$ cat config.mk
export PLATFORM = sky130hd
export DESIGN_NAME = pc_sequencer
export DESIGN_NICKNAME = d
export VERILOG_FILES = /design/src/rtl/pc_sequencer.sv
export SDC_FILE = /design/constraint.sdc
export NUM_CORES = 1
export LEC_CHECK = 0
export CORE_ASPECT_RATIO = 1.75
export CORE_MARGIN = 3
export CORE_UTILIZATION = 33
export DETAILED_ROUTE_END_ITERATION = 8
export DONT_BUFFER_PORTS = 1
export GPL_ROUTABILITY_DRIVEN = 0
export MAX_ROUTING_LAYER = met4
export PLACE_DENSITY = 0.56
export SLEW_MARGIN = 20
export SYNTH_ARGS = -nofsm -noshare
export SYNTH_HDL_FRONTEND = slang
export SYNTH_SLANG_ARGS = --single-unit
$ cat constraint.sdc
create_clock -name i_clk -period 1.9 [get_ports i_clk]
set_input_delay 0.38 -clock i_clk [delete_from_list [all_inputs] [get_ports i_clk]]
set_output_delay 0.38 -clock i_clk [all_outputs]
set_load 0.005 [all_outputs]
$ cat src/rtl/pc_sequencer.sv
// pc_sequencer: instruction-fetch sequencer.
// Keeps one instruction request in flight at a time and holds each returned
// instruction for decode until it is consumed. Trap and redirect events
// re-steer the fetch PC. A fetch that is in flight when it is re-steered is
// marked killed, and its response is dropped when it arrives.
module pc_sequencer #(
    parameter logic [31:0] RESET_ADDR  = 32'h00000000,
    parameter logic [31:0] TRAP_VECTOR = 32'h00000100
) (
    input  logic        i_clk,
    input  logic        i_rst,
    output logic        o_imem_req,
    output logic [31:0] o_imem_addr,
    input  logic        i_imem_gnt,
    input  logic        i_imem_rvalid,
    input  logic [31:0] i_imem_rdata,
    output logic        o_inst_valid,
    output logic [31:0] o_inst,
    output logic [31:0] o_inst_pc,
    input  logic        i_dec_ready,
    input  logic        i_redirect,
    input  logic [31:0] i_redirect_target,
    input  logic        i_trap,
    input  logic        i_halt,
    output logic        o_misaligned,
    output logic        o_halted
);

    localparam logic [2:0] S_IDLE = 3'd0;
    localparam logic [2:0] S_REQ  = 3'd1;
    localparam logic [2:0] S_WAIT = 3'd2;
    localparam logic [2:0] S_HOLD = 3'd3;
    localparam logic [2:0] S_HALT = 3'd4;

    logic [2:0]  r_state;
    logic [2:0]  w_state_nxt;
    logic [31:0] r_pc;
    logic [31:0] w_pc_nxt;
    logic        r_kill;
    logic        w_kill_nxt;
    logic        w_latch;
    logic [31:0] r_inst;
    logic [31:0] r_inst_pc;
    logic        r_misaligned;

    logic        w_target_misaligned;
    logic        w_ctl;
    logic        w_mis_evt;
    logic [31:0] w_ctl_pc;

    // A trap outranks a redirect. A misaligned redirect is steered to the trap vector.
    assign w_target_misaligned = (i_redirect_target[1:0] != 2'b00);
    assign w_ctl               = i_trap | i_redirect;
    assign w_mis_evt           = ~i_trap & i_redirect & w_target_misaligned;
    assign w_ctl_pc            = (i_trap | w_target_misaligned) ? TRAP_VECTOR : i_redirect_target;

    // State register
    always_ff @(posedge i_clk) begin
        if (i_rst) begin
            r_state <= S_IDLE;
        end else begin
            r_state <= w_state_nxt;
        end
    end

    // Next-state, next-PC and kill-flag decision with priority trap > redirect > halt > sequential
    always_comb begin
        w_state_nxt = r_state;
        w_pc_nxt    = r_pc;
        w_kill_nxt  = r_kill;
        w_latch     = 1'b0;
        case (r_state)
            S_IDLE: begin
                if (w_ctl) begin
                    w_pc_nxt = w_ctl_pc;
                end else begin
                    w_pc_nxt = r_pc;
                end
                w_state_nxt = S_REQ;
            end
            S_REQ: begin
                if (w_ctl) begin
                    w_pc_nxt = w_ctl_pc;
                    if (i_imem_gnt) begin
                        // The request was accepted with the old address, so its response must be dropped.
                        w_kill_nxt  = 1'b1;
                        w_state_nxt = S_WAIT;
                    end else begin
                        w_state_nxt = S_REQ;
                    end
                end else if (i_imem_gnt) begin
                    w_state_nxt = S_WAIT;
                end else if (i_halt) begin
                    w_state_nxt = S_HALT;
                end else begin
                    w_state_nxt = S_REQ;
                end
            end
            S_WAIT: begin
                if (w_ctl) begin
                    w_pc_nxt = w_ctl_pc;
                    if (i_imem_rvalid) begin
                        // A response arriving in the same cycle is the stale one. Drop it and refetch now.
                        w_kill_nxt  = 1'b0;
                        w_state_nxt = S_REQ;
                    end else begin
                        w_kill_nxt  = 1'b1;
                        w_state_nxt = S_WAIT;
                    end
                end else if (i_imem_rvalid) begin
                    if (r_kill) begin
                        w_kill_nxt  = 1'b0;
                        w_state_nxt = S_REQ;
                    end else begin
                        w_latch     = 1'b1;
                        w_state_nxt = S_HOLD;
                    end
                end else begin
                    w_state_nxt = S_WAIT;
                end
            end
            S_HOLD: begin
                if (w_ctl) begin
                    w_pc_nxt    = w_ctl_pc;
                    w_state_nxt = S_REQ;
                end else if (i_dec_ready) begin
                    w_pc_nxt = r_pc + 32'd4;
                    if (i_halt) begin
                        w_state_nxt = S_HALT;
                    end else begin
                        w_state_nxt = S_REQ;
                    end
                end else begin
                    w_state_nxt = S_HOLD;
                end
            end
            S_HALT: begin
                if (w_ctl) begin
                    w_pc_nxt    = w_ctl_pc;
                    w_state_nxt = S_REQ;
                end else begin
                    w_state_nxt = S_HALT;
                end
            end
            default: begin
                w_state_nxt = S_IDLE;
                w_pc_nxt    = RESET_ADDR;
                w_kill_nxt  = 1'b0;
            end
        endcase
    end

    // Fetch PC, kill flag, held instruction and misaligned pulse
    always_ff @(posedge i_clk) begin
        if (i_rst) begin
            r_pc         <= RESET_ADDR;
            r_kill       <= 1'b0;
            r_inst       <= 32'd0;
            r_inst_pc    <= 32'd0;
            r_misaligned <= 1'b0;
        end else begin
            r_pc         <= w_pc_nxt;
            r_kill       <= w_kill_nxt;
            r_misaligned <= w_mis_evt;
            if (w_latch) begin
                r_inst    <= i_imem_rdata;
                r_inst_pc <= r_pc;
            end
        end
    end

    // Outputs decoded from the registered state
    always_comb begin
        o_imem_req   = 1'b0;
        o_inst_valid = 1'b0;
        o_halted     = 1'b0;
        case (r_state)
            S_REQ:   o_imem_req   = 1'b1;
            S_HOLD:  o_inst_valid = 1'b1;
            S_HALT:  o_halted     = 1'b1;
            default: o_imem_req   = 1'b0;
        endcase
    end

    assign o_imem_addr  = r_pc;
    assign o_inst       = r_inst;
    assign o_inst_pc    = r_inst_pc;
    assign o_misaligned = r_misaligned;

endmodule

==> impl_results.md <==
* Sw frac at 24.1%
* Total GRT Usage at 19.0%
* Final total power at 0.00413 W
* Util after Layout at 40.2%
* Chip Height at 160 um
* Via/cell ratio at 5.46
* Crit share post-route at 93.3%
* # hold bufs at CTS at 0
* Clock Path Buffers at 2
* Critical Path End Type: register
* Initial DRC Count at 228
* Post-synth EDFFs at 0
* Part of the power in combinational logic at 5.0%
* Total negative slack at 0 ns
* I/O Pins at 172
* CTS Root Cell: clkbuf_16
* Top cells by area, synth: dfxtp_1, nand2_1, a21oi_1
* Fin cells at 769
* Die width at 93.8 um
* Grt total ovfl at 0
* Number of global-route vias before repair at 4036
* Clk slew on worst S/H paths at 0.07 ns
* Fillcell total at 1385
* Crit path max fanout at 9
* Seq/Total Area, Yosys at 45.4%
* Maximum clock rate at 564 MHz
* Setup Buffers After CTS at 0
* CTS tree: built
* Post-CTS sizing at 1
* Row cnt at 55
* Pre-antenna DRT Iters at 5
* Mapped Area at 4450 um^2
* Clock power share at 42.6%
* Layout area overhead at 18.0%
* Via count at 4198
* Detailed Place HPWL at 10.5 mm
* Area post-placement at 4950 um^2
* Seq cells post-synth at 101
* Worst-Skew Late Latency at 0.35 ns
* ANT cells at 0
* Yosys top cell by area: dfxtp_1
* Largest net degree at the start of global routing at 91
* Period minus WS final at 1.77 ns
* Syn avg cell area at 7.85 um^2
* Die footprint at 15000 um^2
* Synthesized Nets at 640
* Initial Util at 34.0%
* Final ANT Viol Nets at 0
* Commonest non-fill, non-tap cells in the layout: nand2_1, dfxtp_1, a21oi_1, buf_4, nor2_1
* Final Cell Area at 5250 um^2
* Sequential share of power at 52.4%
* Yosys cell types at 56
* First-pass GRT wire length at 21.7 mm
* CP required at 2.13 ns
* WP data arrival at 2.01 ns
* DR WL/cell at 18.2 um
* Worst vdd ir at 0.000372 V
* Ys async rst share at 0%
* Max Cap Viol at 0
* Placed insts at 753
* Net Sw Power at 0.000995 W
* Post-Syn Instances at 567
* H-tree depth at 3
* Hold WC Path Type: input port to register
* Final Setup Violations at 0
* Max-slew violations at 0
* I/O Buffers at 0
* Nets at 666
* Power Internal at 0.00313 W
* Initial antenna violation count at 0
* Synth Flop Type: dfxtp_1
* Pleak at 1.84 nW
* Layout cells sized above 1 at 13.7%
* Sinks on Clock Net at 101
* Core area at 13100 um^2
* Fin. Hold Viols at 0
* Worst-margin pin slew at 0.444 ns
* Multi-input logic area at 2240 um^2
* RSZ-0062 raised after global routing: false
* Synth warnings at 0
* Num CTS Buffers at 9
* DRC viols at 0
* Skew final at 0.00677 ns
* Pwr dens at 786 nW/um^2
* Routed WL at 14.0 mm
* Yosys top cell area share at 45.4%
* Status: complete, no violations
* Startpoint types: register
* Most common cell after layout, fill and taps aside: nand2_1
* Relative max-transition margin at 70.3%
* Critical path class: register to register
* Sequential standard cell area at 2020 um^2
==> per-layer routing <==
layer,vias to the layer above,track usage (%),routed length [um]
met5,-,-,0
met4,0,7.76,410
met3,25,4.35,973
met2,148,32.1,7310
met1,1984,21.2,5280
li1,2041,-,-
==> power groups by stage <==
stage / registers (W) / logic [W] / clock network, W
floorplan: 0.00221 / 0.000146 / 0
global placement: 0.00221 / 0.000202 / 0
detailed placement: 0.00221 / 0.000204 / 0
CTS: 0.00216 / 0.000205 / 0.00183
global route: 0.00217 / 0.000229 / 0.00191
finish: 0.00216 / 0.000206 / 0.00176
==> flip-flops by register name, summed over array words and instances, names as in the netlist <==
signal and count:
o_imem_addr 32, o_inst 32, o_inst_pc 32, r_state 3
o_misaligned 1, r_kill 1
==> path summary, 6_finish.rpt <==
path,start,endpoint,slack [ns],cells past startpoint
worst max-delay path,r_state[0],o_imem_addr[24],0.13,6
worst min-delay path,i_rst,o_inst_pc[29],0.12,1
worst max register to register,r_state[0],o_imem_addr[24],0.13,6
worst min register to register,o_inst_pc[21],o_inst_pc[21],0.47,2
==> per-stage QoR <==
step,setup WS (ns),hold slack [ns]
2_1_floorplan,0.0594,0.453
3_3_place_gp,0.0582,0.456
3_5_place_dp,0.00621,0.462
4_1_cts,0.0865,0.0934
5_1_grt,0.0137,0.0933
6_report,0.127,0.125
==> Yosys cell counts (5+ instances only) <==
master	number
nand3_1	13
inv_1	12
buf_1	5
nand2_1	150
clkbuf_1	23
nor2_1	30
dfxtp_1	101
o311ai_0	6
a21oi_1	79
nand4_1	11
o21ai_0	15
a22oi_1	16
xor2_1	8
buf_2	10
a31oi_1	5
o22ai_1	9
==> critical path: stages, from the launching register on <==
cell	delay, ns
dfxtp_1	0.35
buf_4	0.18
nor2_1	0.23
o2bb2ai_1	0.22
nand2_1	0.17
or4_1	0.41
o311ai_0	0.11
==> cells by family (layout without fill, tap and decap cells) <==
logic type / count (synthesis) / in the layout / share of synthesized area (%)
AO/OA/AOI/OAI: 156 / 156 / 21.6
adder cells (fa/ha/maj): 2 / 2 / 0.506
AND/OR/NAND/NOR: 242 / 242 / 24.9
multiplexers: 3 / 3 / 0.675
XOR/XNOR: 11 / 11 / 2.17
flip-flops: 101 / 101 / 45.4
buffers and inverters: 52 / 83 / 4.78
==> cell type report <==
| type | instances | area share (%) |
|---|---|---|
| Multi-Input combinational cell | 414 | 42.6 |
| Sequential cell | 101 | 38.5 |
| Timing Repair Buffer | 55 | 8.58 |
| Clock buffer | 9 | 4.29 |
| Tap cell | 171 | 4.08 |
| Clock inverter | 7 | 1.05 |
| Inverter | 12 | 0.858 |
(Power assumes the default switching activity.)
